File: src/rtl/div4_pkg.sv
// Shared widths, result-entry layout and the divide-by-zero quotient marker
// for the 4-by-2 divider stream controller.
package div4_pkg;

    localparam int A_W = 4;
    localparam int B_W = 2;
    localparam int Q_W = 4;
    localparam int R_W = 4;

    localparam logic [Q_W-1:0] DZ_Q = 4'hF;

    typedef struct packed {
        logic [Q_W-1:0] q;
        logic [R_W-1:0] r;
        logic           dz;
    } entry_t;

endpackage

File: src/rtl/div4_result_fifo.sv
// Result FIFO: DEPTH entries, write-to-head visible one edge after push.
// No internal protection; the caller never pushes when full nor pops when empty.
module div4_result_fifo
    import div4_pkg::*;
#(
    parameter int DEPTH = 4
) (
    input  logic                     clk,
    input  logic                     rst_n,
    input  logic                     push,
    input  entry_t                   push_dat,
    input  logic                     pop,
    output entry_t                   head,
    output logic [$clog2(DEPTH):0]   count
);

    localparam int PW = $clog2(DEPTH);

    entry_t          mem [DEPTH];
    logic [PW-1:0]   wr_ptr;
    logic [PW-1:0]   rd_ptr;

    // Power-of-two depth lets the pointers wrap by natural overflow.
    always_ff @(posedge clk) begin
        if (!rst_n) begin
            wr_ptr <= '0;
            rd_ptr <= '0;
            count  <= '0;
        end else begin
            if (push) wr_ptr <= wr_ptr + 1'b1;
            if (pop)  rd_ptr <= rd_ptr + 1'b1;
            case ({push, pop})
                2'b10:   count <= count + 1'b1;
                2'b01:   count <= count - 1'b1;
                default: count <= count;
            endcase
        end
    end

    always_ff @(posedge clk) begin
        if (push) mem[wr_ptr] <= push_dat;
    end

    assign head = mem[rd_ptr];

endmodule

File: src/rtl/div4_stream_ctrl.sv
// Operand register feeding an external 4/2 divider, results queued in a FIFO.
// Two edges accept-to-out_valid; in_ready reserves a FIFO slot for the operand stage.
module div4_stream_ctrl
    import div4_pkg::*;
#(
    parameter int DEPTH = 4
) (
    input  logic            clk,
    input  logic            rst_n,
    input  logic            in_valid,
    output logic            in_ready,
    input  logic [A_W-1:0]  in_a,
    input  logic [B_W-1:0]  in_b,
    output logic [A_W-1:0]  div_a,
    output logic [B_W-1:0]  div_b,
    input  logic [Q_W-1:0]  div_q,
    input  logic [R_W-1:0]  div_r,
    output logic            out_valid,
    input  logic            out_ready,
    output logic [Q_W-1:0]  out_q,
    output logic [R_W-1:0]  out_r,
    output logic            out_dz,
    output logic [7:0]      dz_count
);

    localparam int CW = $clog2(DEPTH) + 1;
    localparam logic [CW:0] DEPTH_L = (CW+1)'(DEPTH);

    logic           op_valid;
    logic [CW-1:0]  fifo_count;
    logic [CW:0]    occupancy;
    logic           accept;
    logic           pop;
    logic           wr_dz;
    entry_t         wr_ent;
    entry_t         head;

    assign out_valid = (fifo_count != '0);
    assign pop       = out_valid && out_ready;
    assign accept    = in_valid && in_ready;

    // A pop on this edge frees a slot, so it is subtracted before the compare.
    assign occupancy = {1'b0, fifo_count} + {{CW{1'b0}}, op_valid} - {{CW{1'b0}}, pop};
    assign in_ready  = (occupancy < DEPTH_L);

    always_ff @(posedge clk) begin
        if (!rst_n) begin
            op_valid <= 1'b0;
            div_a    <= '0;
            div_b    <= '0;
            dz_count <= '0;
        end else begin
            op_valid <= accept;
            if (accept) begin
                div_a <= in_a;
                div_b <= in_b;
                if ((in_b == '0) && (dz_count != 8'hFF)) dz_count <= dz_count + 8'd1;
            end
        end
    end

    // Divider outputs are meaningless for a zero divisor; substitute the marker.
    assign wr_dz    = (div_b == '0);
    assign wr_ent.q  = wr_dz ? DZ_Q  : div_q;
    assign wr_ent.r  = wr_dz ? div_a : div_r;
    assign wr_ent.dz = wr_dz;

    div4_result_fifo #(
        .DEPTH (DEPTH)
    ) u_fifo (
        .clk      (clk),
        .rst_n    (rst_n),
        .push     (op_valid),
        .push_dat (wr_ent),
        .pop      (pop),
        .head     (head),
        .count    (fifo_count)
    );

    // Stale memory behind an empty FIFO is masked so outputs read zero.
    assign out_q  = out_valid ? head.q  : '0;
    assign out_r  = out_valid ? head.r  : '0;
    assign out_dz = out_valid ? head.dz : 1'b0;

endmodule

File: config.mk
export PLATFORM = sky130hd
export DESIGN_NAME = div4_stream_ctrl
export DESIGN_NICKNAME = d
export VERILOG_FILES = /design/src/rtl/div4_pkg.sv /design/src/rtl/div4_result_fifo.sv /design/src/rtl/div4_stream_ctrl.sv
export SDC_FILE = /design/constraint.sdc
export NUM_CORES = 1
export LEC_CHECK = 0
export ABC_AREA = 1
export BUFFER_PORTS_ARGS = -buffer_cell sky130_fd_sc_hd__buf_2
export CAP_MARGIN = 20
export CORE_MARGIN = 2
export CORE_UTILIZATION = 45
export DETAILED_ROUTE_END_ITERATION = 16
export GPL_ROUTABILITY_DRIVEN = 0
export PLACE_DENSITY = 0.66
export REMOVE_ABC_BUFFERS = 1
export SLEW_MARGIN = 20
export SYNTH_ARGS = -nofsm -noshare
export SYNTH_HDL_FRONTEND = slang
export SYNTH_SLANG_ARGS = --single-unit
File: constraint.sdc
create_clock -name clk -period 2.5 [get_ports clk]
set_input_delay 0.25 -clock clk [delete_from_list [all_inputs] [get_ports clk]]
set_output_delay 0.25 -clock clk [all_outputs]
set_load 0.005 [all_outputs]
==> results.sh <==
export IMPL_status="finished, final reports clean"
export IMPL_grt_first_pass_wirelength_mm=8.80
export IMPL_portBuffers=42
export IMPL_fin_crit_ns=2.24
export IMPL_rsz0062_at_grt="false"
export IMPL_drv_cap=0
export IMPL_syn2layout_area_growth_pct=18.9
export IMPL_worstPathCellList="inv_1 -> nand2_2 -> nand3_2 -> ha_1 -> nand2_1 -> inv_1 -> nand3_2 -> nand2_1 -> nand2_1 -> nand2_4 -> nand2_1 -> inv_1 -> buf_2"
export IMPL_diodes=0
export IMPL_cp_start_kind="register"
export IMPL_p_leak_nw=1.39
export IMPL_required_ns=2.25
export IMPL_drtPass1Iterations=4
export IMPL_drtIter0Drc=111
export IMPL_crit_type="reg2out"
export IMPL_crit_fanout=8
export IMPL_p_total_mw=3.66
export IMPL_crit_start="u_fifo.count[1]"
export IMPL_crit_family="simple AND/OR/NAND/NOR gates"
export IMPL_max_freq_mhz=446
export IMPL_vias=2121
export IMPL_h_tree_depth=3
export IMPL_r2r_slack_ns=0.55
export IMPL_std_cell_rows=28
export IMPL_r2r_start="u_fifo.count[1]"
export IMPL_die_x_um=82.4
export IMPL_critPathMaxStageDelay_ns=0.35
export IMPL_grt_max_degree=20
export IMPL_syn_area_per_cell_um2=9.04
export IMPL_tightest_slew_ns=0.446
export IMPL_fin_skew_ns=0.00811
export IMPL_post_cts_buffers=0
export IMPL_ys_ff_latch=60
export IMPL_grt_pass1_vias=1995
export IMPL_ir_worst_vdd_uv=593
export IMPL_p_per_area_nw_per_um2=1110
export IMPL_clk_pin_slew_ns=0.07
export IMPL_worst_r2r_endpoint="div_a[3]"
export IMPL_whs_path_depth=3
export IMPL_dieHeight_um=82.4
export IMPL_vias_per_cell=4.90
export IMPL_setup_tns_final_ns=0
export IMPL_min_path_type="in2reg"
export IMPL_setup_viol=0
export IMPL_min_period_over_period_pct=89.7
export IMPL_core_area_um2=5920
export IMPL_finalNetCount=379
export IMPL_hpwl_mm=3.69
export IMPL_syn_instance_count=306
export IMPL_die_area_um2=6790
export IMPL_final_common_cell="nor2_1"
export IMPL_ant_nets=0
export IMPL_clock_path_buffers=2
export IMPL_hold_violations=0
export IMPL_antenna_found_initial=0
export IMPL_worstHoldStart="in_a[1]"
export IMPL_crit_top_cell="nand2_1"
export IMPL_cts_resized_gates=0
export IMPL_maxSlewViolCount=0
export IMPL_cp_num_buf_inv=4
export IMPL_reg2regPathDepth=13
export IMPL_critPathSlowestCell="dfxtp_1"
export IMPL_root_buffer="clkbuf_8"
export IMPL_holdBufCountCts=0
export IMPL_wire_per_inst_um=12.3
export IMPL_cts_tree="done"
export IMPL_cp_arrival_ns=1.99
export IMPL_fill_cells=569
export IMPL_io_pins=43
export IMPL_yosysSeqAreaShare_pct=56.4
export IMPL_grt_overflow=0
export IMPL_clkSinkCount=60
export IMPL_routed_wl_mm=5.31
export IMPL_maxSlewHeadroom_pct=70.3
export IMPL_grt_use_total_pct=17.5
export IMPL_synth_warnings=0
export IMPL_drive_above_1_share_pct=20.9
export IMPL_syn_area_um2=2770
export IMPL_yosysUniqueCellTypes=27
export IMPL_clk_latency_ns=0.33
export IMPL_cts_buffers_inserted=9
export IMPL_drc=0
export IMPL_start_util_pct=46.7
export IMPL_mostFrequentLayoutCells="nor2_1 (54), inv_1 (42), buf_2 (42), nand2_1 (38), edfxtp_1 (36)"
export IMPL_hold_path_end="div_a[1]"
export IMPL_cp_depth=13
export IMPL_cp_end_kind="output pin"
[kinds of logic (layout without fill, tap and decap cells)]
logic type | count (synthesis) | in the layout | share of synthesized area [%]
adders and majority gates | 8 | 8 | 3.89
DFF | 60 | 60 | 56.4
AOI/OAI and AO/OA | 66 | 66 | 12.6
buffers and inverters | 53 | 105 | 7.55
and+or+nand+nor | 119 | 119 | 19.5
[cells in the mapped netlist]
| master | instances | area, um^2 |
|---|---|---|
| a21oi_1 | 25 | 125 |
| nand3_1 | 5 | 25.0 |
| nand2_2 | 2 | 12.5 |
| ha_1 | 7 | 87.6 |
| nand2_1 | 38 | 143 |
| nand2_4 | 2 | 22.5 |
| nand4_2 | 1 | 12.5 |
| nor3_1 | 3 | 15.0 |
| o21ai_2 | 1 | 8.76 |
| fa_1 | 1 | 20.0 |
| edfxtp_1 | 36 | 1080 |
| nand4_1 | 6 | 37.5 |
| buf_6 | 1 | 11.3 |
| clkinv_1 | 1 | 3.75 |
| or2_2 | 4 | 25.0 |
| inv_1 | 42 | 158 |
| inv_2 | 1 | 3.75 |
| nor2_2 | 1 | 6.26 |
| o21bai_1 | 6 | 45.0 |
| clkbuf_1 | 6 | 22.5 |
| nor2_1 | 54 | 203 |
| nand3_4 | 1 | 17.5 |
| o21ai_1 | 3 | 15.0 |
| nand3_2 | 2 | 20.0 |
| buf_2 | 2 | 10.0 |
| dfxtp_1 | 24 | 480 |
| o21ai_0 | 31 | 155 |
[worst min-delay path, delay by kind of cell]
kind	cells	cell delay [ns]
AO/OA/AOI/OAI	2	0.16
buffers and inverters	1	0.08
[final cells by class]
type / count / area (um^2) / area share [%]
Sequential cell: 60 / 1560 / 47.5
Tap cell: 75 / 93.8 / 2.85
Inverter: 44 / 165 / 5.02
Timing Repair Buffer: 45 / 233 / 7.08
Clock buffer: 9 / 124 / 3.77
Clock inverter: 7 / 115 / 3.50
Multi-Input combinational cell: 193 / 996 / 30.3
[metal layers]
metal	global-route usage [%]	wire, um	part of all wire [%]
met5	0	0	0
met1	20.4	2320	44
met2	30.3	2690	51
met3	5.33	223	4.2
met4	6.00	70	1.3
[worst max-delay path by stage]
stage / to / slack, ns
after CTS: in_ready / 0.24
final: in_ready / 0.26
after global routing: in_ready / 0.04
after floorplan: u_fifo.count[2] / 0.67
after detailed placement: div_a[3] / 0.55
after global placement: u_fifo.count[2] / 0.65
[power by group]
group          leakage [nW]  total [mW]  switching [mW]  internal (mW)
logic                 0.762        1.26           0.815          0.440
registers             0.513        1.37          0.0934           1.27
clock network         0.117        1.04           0.380          0.658
[metrics by stage]
| step | hold WS [ns] | area (um^2) | setup slack, ns | utilization, % | std cells |
|---|---|---|---|---|---|
| floorplan | 0.361 | 2720 | 0.675 | - | 297 |
| global placement | 0.455 | 3050 | 0.653 | 51.5 | 417 |
| detailed placement | 0.459 | 3050 | 0.549 | 51.5 | 417 |
| CTS | 0.175 | 3290 | 0.241 | 55.5 | 433 |
| global route | 0.217 | 3290 | 0.0362 | 55.5 | 433 |
| finish | 0.187 | 3290 | 0.257 | 55.5 | 433 |
[state kept, by name, indices dropped and copies added, names as in the netlist, named ones only]
register	cells
div_a	4
op_valid	1
dz_count	8
u_fifo.count	3
u_fifo.rd_ptr	2
u_fifo.wr_ptr	2
u_fifo.mem	36
div_b	2
(Power assumes the default switching activity.)
